File: config.mk
export PLATFORM = sky130hd
export DESIGN_NAME = ring_checksum_responder_flat
export DESIGN_NICKNAME = d
export VERILOG_FILES = /design/src/rtl/ring_checksum_responder_if.sv /design/src/rtl/ring_checksum_responder.sv /design/src/flat_wrapper.sv
export SDC_FILE = /design/constraint.sdc
export NUM_CORES = 1
export LEC_CHECK = 0
export ABC_AREA = 1
export BUFFER_PORTS_ARGS = -buffer_cell sky130_fd_sc_hd__buf_2
export CAP_MARGIN = 5
export CORE_MARGIN = 2
export CORE_UTILIZATION = 59
export CTS_CLUSTER_SIZE = 10
export DETAILED_ROUTE_END_ITERATION = 8
export PLACE_DENSITY = 0.86
export SLEW_MARGIN = 15
export SYNTH_ARGS = -nofsm -noshare
export SYNTH_HDL_FRONTEND = slang
export SYNTH_SLANG_ARGS = --single-unit
File: constraint.sdc
create_clock -name clock -period 2.3 [get_ports clock]
set_input_delay 0.23 -clock clock [delete_from_list [all_inputs] [get_ports clock]]
set_output_delay 0.23 -clock clock [all_outputs]
set_load 0.05 [all_outputs]
File: src/rtl/ring_checksum_responder_if.sv
// Ring slot bundle for ring_checksum_responder: the incoming slot plus the
// responder's replacement slot and its drive-enable.
interface ring_checksum_responder_if;
  logic [31:0] RingIn;
  logic [3:0]  SlotTypeIn;
  logic [3:0]  SrcDestIn;
  logic [31:0] rspRingOut;
  logic [3:0]  rspSlotTypeOut;
  logic [3:0]  rspSrcDestOut;
  logic        rspDriveRing;

  modport master (
    output RingIn, SlotTypeIn, SrcDestIn,
    input  rspRingOut, rspSlotTypeOut, rspSrcDestOut, rspDriveRing
  );

  modport slave (
    input  RingIn, SlotTypeIn, SrcDestIn,
    output rspRingOut, rspSlotTypeOut, rspSrcDestOut, rspDriveRing
  );
endinterface

File: src/rtl/ring_checksum_responder.sv
// Ring responder: absorbs messages for whichCore, checksums their payload and
// replies with one payload word. Optional dropped-request counter: RSP_DROP_COUNT_EN.
module ring_checksum_responder (
  input  logic                         clock,
  input  logic                         reset,
  input  logic [3:0]                   whichCore,
  ring_checksum_responder_if.slave     ring,
  output logic                         rspBusy
`ifdef RSP_DROP_COUNT_EN
  ,
  output logic [7:0]                   dropCount
`endif
);

  localparam logic [3:0] slotToken   = 4'd1;
  localparam logic [3:0] slotNull    = 4'd7;
  localparam logic [3:0] slotMessage = 4'd8;

  localparam logic [3:0] stIdle      = 4'd0;
  localparam logic [3:0] stRxPay     = 4'd1;
  localparam logic [3:0] stWaitToken = 4'd2;
  localparam logic [3:0] stWaitN     = 4'd3;
  localparam logic [3:0] stSendHdr   = 4'd4;
  localparam logic [3:0] stSendPay   = 4'd5;

  logic [3:0]  state;
  logic [3:0]  nextState;
  logic [5:0]  inLen;
  logic [31:0] sum;
  logic [3:0]  srcReg;
  logic [3:0]  typeReg;
  logic [7:0]  burst;

  logic [3:0]  hdrSrc;
  logic [3:0]  hdrType;
  logic [5:0]  hdrLen;
  logic        mine;
  logic        headerSeen;
  logic        accept;
  logic        tokenSeen;

  assign hdrSrc     = ring.RingIn[13:10];
  assign hdrType    = ring.RingIn[9:6];
  assign hdrLen     = ring.RingIn[5:0];
  assign mine       = (ring.SlotTypeIn == slotMessage) && (ring.SrcDestIn == whichCore);
  // inLen runs independently of state, so a header is recognised only between messages.
  assign headerSeen = mine && (inLen == 6'd0);
  assign accept     = headerSeen && (state == stIdle);
  assign tokenSeen  = (state == stWaitToken) && (ring.SlotTypeIn == slotToken);

  always_comb begin
    // NOTE: default first so every path assigns nextState and no latch is inferred.
    nextState = state;
    case (state)
      stIdle: begin
        if (accept) begin
          nextState = (hdrLen == 6'd0) ? stWaitToken : stRxPay;
        end
      end
      stRxPay: begin
        if (inLen == 6'd1) begin
          nextState = stWaitToken;
        end
      end
      stWaitToken: begin
        if (tokenSeen) begin
          nextState = (ring.RingIn[7:0] == 8'd0) ? stSendHdr : stWaitN;
        end
      end
      stWaitN: begin
        if (burst == 8'd1) begin
          nextState = stSendHdr;
        end
      end
      stSendHdr: nextState = stSendPay;
      stSendPay: nextState = stIdle;
      default:   nextState = stIdle;
    endcase
  end

  // NOTE: all registers are plain state (no memory arrays), so every one gets an async reset.
  always_ff @(posedge clock or posedge reset) begin
    if (reset) begin
      state   <= stIdle;
      inLen   <= 6'd0;
      sum     <= 32'd0;
      srcReg  <= 4'd0;
      typeReg <= 4'd0;
      burst   <= 8'd0;
    end else begin
      // NOTE: non-blocking so every register samples this cycle's values together.
      state <= nextState;

      if (headerSeen) begin
        inLen <= hdrLen;
      end else if (inLen != 6'd0) begin
        inLen <= inLen - 6'd1;
      end

      // Accepted payload only ever arrives in rxPay; dropped payload never does.
      if (accept) begin
        sum     <= 32'd0;
        srcReg  <= hdrSrc;
        typeReg <= hdrType;
      end else if (state == stRxPay) begin
        sum <= sum + ring.RingIn;
      end

      if (tokenSeen) begin
        burst <= ring.RingIn[7:0];
      end else if (state == stWaitN) begin
        burst <= burst - 8'd1;
      end
    end
  end

`ifdef RSP_DROP_COUNT_EN
  logic dropHeader;

  assign dropHeader = headerSeen && (state != stIdle);

  always_ff @(posedge clock or posedge reset) begin
    if (reset) begin
      dropCount <= 8'd0;
    end else if (dropHeader && (dropCount != 8'hFF)) begin
      dropCount <= dropCount + 8'd1;
    end
  end
`endif

  // Output mux: our own reply slots win, then the token rewrite, then nulling.
  always_comb begin
    ring.rspRingOut     = ring.RingIn;
    ring.rspSlotTypeOut = ring.SlotTypeIn;
    ring.rspSrcDestOut  = ring.SrcDestIn;
    ring.rspDriveRing   = 1'b0;
    if (state == stSendHdr) begin
      ring.rspRingOut     = {18'b0, whichCore, typeReg, 6'd1};
      ring.rspSlotTypeOut = slotMessage;
      ring.rspSrcDestOut  = srcReg;
      ring.rspDriveRing   = 1'b1;
    end else if (state == stSendPay) begin
      ring.rspRingOut     = sum;
      ring.rspSlotTypeOut = slotMessage;
      ring.rspSrcDestOut  = srcReg;
      ring.rspDriveRing   = 1'b1;
    end else if (tokenSeen) begin
      ring.rspRingOut   = ring.RingIn + 32'd2;
      ring.rspDriveRing = 1'b1;
    end else if (mine) begin
      ring.rspSlotTypeOut = slotNull;
      ring.rspDriveRing   = 1'b1;
    end
  end

  assign rspBusy = (state != stIdle);

endmodule

File: src/flat_wrapper.sv
// flat-port wrapper written by rule: the top's interface ports become plain ports
module ring_checksum_responder_flat 
  (clock, reset, whichCore, rspBusy, ring_RingIn, ring_SlotTypeIn, ring_SrcDestIn, ring_rspRingOut, ring_rspSlotTypeOut, ring_rspSrcDestOut, ring_rspDriveRing);
  ring_checksum_responder_if ring_i ();
  input  logic clock;
  input  logic reset;
  input  logic [3:0] whichCore;
  output logic rspBusy;
  input wire logic [$bits(ring_i.RingIn)-1:0] ring_RingIn;
  input wire logic [$bits(ring_i.SlotTypeIn)-1:0] ring_SlotTypeIn;
  input wire logic [$bits(ring_i.SrcDestIn)-1:0] ring_SrcDestIn;
  output wire logic [$bits(ring_i.rspRingOut)-1:0] ring_rspRingOut;
  output wire logic [$bits(ring_i.rspSlotTypeOut)-1:0] ring_rspSlotTypeOut;
  output wire logic [$bits(ring_i.rspSrcDestOut)-1:0] ring_rspSrcDestOut;
  output wire logic [$bits(ring_i.rspDriveRing)-1:0] ring_rspDriveRing;
  assign ring_i.RingIn = ring_RingIn;
  assign ring_i.SlotTypeIn = ring_SlotTypeIn;
  assign ring_i.SrcDestIn = ring_SrcDestIn;
  assign ring_rspRingOut = ring_i.rspRingOut;
  assign ring_rspSlotTypeOut = ring_i.rspSlotTypeOut;
  assign ring_rspSrcDestOut = ring_i.rspSrcDestOut;
  assign ring_rspDriveRing = ring_i.rspDriveRing;
  ring_checksum_responder u_core (.clock(clock), .reset(reset), .whichCore(whichCore), .ring(ring_i), .rspBusy(rspBusy));
endmodule
==> impl_results.md <==
- GR Overflow Total: 0
- Vias in the first global route: a little over 7000
- Antenna viol nets, final: 0
- Worst r2r src: u_core.sum[9]
- First-pass iteration count of the detailed router: 6
- Post-DP HPWL: roughly 17 mm
- Die Width: around 110 µm
- Worst reg2reg path depth: 11
- Outcome: complete, but fails checks
- CTS Hold Bufs: 0
- Cell with the most instances after synthesis: nand2_1
- Crit path DAT: around 2.1 ns
- Crit path depth: 11
- Setup WS post-layout: -0.00287 ns
- Max Cap Violations: 0
- Syn Area/Cell: approximately 5.7 µm²
- Worst skew pair latency: ~0.36 ns
- Synth Instances: between 1000 and 1500
- Crit-path max FO: 5
- Wirelength per Cell: 15.6 µm
- Sequential share of the synthesized area: 21.6%
- P per Cell Area: about 890 mW/mm²
- Die area: 0.0120 mm²
- H-tree depth: 3
- Crit path to: ring_rspRingOut[17]
- Top post-synthesis cells by count: nand2_1, inv_1, nand3_1, nor2_1, dfrtp_1
- Failing checks: negative setup slack
- Mapped Area: between 0.006 and 0.007 mm²
- Top cells by area, synth: nand2_1, dfrtp_1, inv_1
- Req. time, crit path: around 2.1 ns
- Crit start category: register
- Placer Congestion: around 0.99
- Die height: approximately 110 µm
- Sink Count: 57
- Clk buf depth: 2
- Clock transition at path regs: roughly 0.08 ns
- Total track usage: 37.6%
- Setup TNS Final: -0.00287 ns
- Tot Pwr: about 7 mW
- First-pass GRT wire length: between 30 and 40 mm
- Core area: about 0.011 mm²
- Max-Slew Margin vs Limit: roughly 48%
- Port Buffers: 87
- Final period util: 100%
- Largest net degree at the start of global routing: 58
- Synthesized flop and latch total: 57
- Cell family with most CP delay: simple AND/OR/NAND/NOR gates
- Flop2flop setup slack: approximately 0.16 ns
- Via Count: slightly below 8000
- Yosys cell types: 43
- Final hold vios: 0
- TritonCTS Buffers: 9
- CTS tree: yes
- Critical path cell sequence: inv_2 > nand2_4 > nor2_8 > nand2_4 > nor2_4 > nand3_4 > o21ai_2 > nand2_1 > o21ai_0 > nand2_1 > buf_6
- Asr flop ratio synth: 100%
- Slowest stage cell, crit path: dfrtp_1
- HP Class: in2async
- Max Freq: ~430 MHz
- Leak: about 4.4 nW
- # DRC: 0
- Min Tclk post-route: around 2.3 ns
- VDD IR-drop max: ~0.64 mV
- CP startpoint: u_core.state[2]
- Vias/cell: 5.60
- Critical path class: reg2out
- Total I/O pin count: a little under 90
- CP bufs+invs: 2
- Final Setup Violations: 1
- Initial antenna violation count: 0
- Share of the synthesized area in the top cell type: roughly 25%
- Post-synth top area cell: nand2_1
- Slew Viols, Final: 0
- Yosys warns: 0
- Max stage delay on crit path: ~0.40 ns
- Final Skew: around 0.012 ns
- Initial drt markers: 897
- Crit end category: output port
- Net Count, Synth: ~1200
- Syn-to-layout area delta: 18.1%
- Layout Nets: 1355
- Fillers: 1018
- Worst R2R End: u_core.sum[21]
- Initial Util: 60.6%
- Top_reg_cell synth: dfrtp_1
- Slew of the pin with the lowest slew margin: 0.787 ns
- Clk root buf: clkbuf_8
- Row count: 38
- Share of cells above drive strength 1: between 10% and 20%
- Diode count: 0
- Number of synthesized flops with an enable pin: 0
- Total length of routed wires: 22.1 mm
- RSZ-0062 raised after global routing: yes
## through the flow
step / util, % / cell area (µm²) / hold slack [ns] / instances / setup slack, ns
after floorplan: - / 6600 / 0.357 / 1165 / -0.137
after global placement: 66.8 / 7280 / 0.467 / 1392 / 0.179
after detailed placement: 66.8 / 7280 / 0.476 / 1392 / 0.111
after CTS: 69.9 / 7620 / 0.127 / 1410 / 0.00615
after global routing: 71.6 / 7790 / 0.177 / 1415 / -0.109
final: 71.6 / 7790 / 0.105 / 1415 / -0.00287
## sequential cells by signal (all words and copies together), names as in the netlist
signal          cells
u_core.burst        8
u_core.inLen        6
u_core.srcReg       4
u_core.state        3
u_core.sum         32
u_core.typeReg      4
## layout make-up
type / count / area, µm² / area share, %
timing repair buffer: 117 / 790 / 10.1
multi-input combinational: 890 / 4440 / 57.0
clock inverter: 5 / 80.1 / 1.03
inverter: 196 / 743 / 9.53
clock buffer: 10 / 138 / 1.77
sequential: 57 / 1430 / 18.3
tap: 140 / 175 / 2.25
## what timing repair did
item | 4_1_cts | 5_1_grt
endpoints found under the setup margin | 33 | 33
pin swaps | 4 | 10
resized for setup | 28 | 50
setup buffers | 3 | 5
## worst min-delay path: stages
cell and delay [ns]:
buf_2 0.10, inv_2 0.04, buf_4 0.61
## kinds of logic after synthesis
group	after synthesis	share of synthesized area, %
XOR/XNOR	16	2.12
adder cells (fa/ha/maj)	38	7.32
AO/OA/AOI/OAI	134	11.5
flip-flops	57	21.6
AND/OR/NAND/NOR	702	44.8
buffers and inverters	218	12.6
## per-layer routing
| layer | vias to the layer above | global-route usage (%) | wire [µm] |
|---|---|---|---|
| met5 | - | 0 | 0 |
| met4 | 0 | 15.4 | 620 |
| met3 | 62 | 6.22 | 2650 |
| met2 | 457 | 56.2 | 9420 |
| met1 | 3527 | 53.6 | 9390 |
| li1 | 3883 | - | - |
## placed cells by master, fill, tap and decap left out, types with 7 or more instances in the layout
| cell type | synthesis | routed |
|---|---|---|
| nand3b_1 | 7 | 7 |
| nor2_1 | 108 | 104 |
| buf_2 | 7 | 63 |
| dfrtp_1 | 57 | 56 |
| nor2_4 | 3 | 8 |
| clkbuf_8 | 0 | 10 |
| nand4_1 | 9 | 9 |
| buf_4 | 0 | 35 |
| nand3_1 | 108 | 106 |
| inv_1 | 191 | 187 |
| xnor2_1 | 11 | 11 |
| a21oi_1 | 47 | 47 |
| o211ai_1 | 11 | 11 |
| nand2_1 | 438 | 434 |
| o21ai_0 | 53 | 47 |
| ha_1 | 37 | 37 |
| buf_6 | 1 | 13 |
## worst min path at each step
| stage | start | endpoint |
|---|---|---|
| global placement | u_core.srcReg[2] | u_core.srcReg[2] |
| global route | reset | u_core.sum[0] |
| floorplan | ring_RingIn[2] | u_core.burst[2] |
| CTS | reset | u_core.burst[7] |
| finish | reset | u_core.sum[0] |
| detailed placement | u_core.srcReg[2] | u_core.srcReg[2] |
## power by group
| group | leakage (nW) | switching, mW | internal [mW] | total, mW |
|---|---|---|---|---|
| Sequential | 0.653 | 0.360 | 1.32 | 1.68 |
| Combinational | 3.65 | 2.72 | 1.44 | 4.16 |
| Clock | 0.104 | 0.477 | 0.632 | 1.11 |
| Total | 4.41 | 3.56 | 3.39 | 6.95 |
Note: power is estimated with default switching activity, not from simulation.
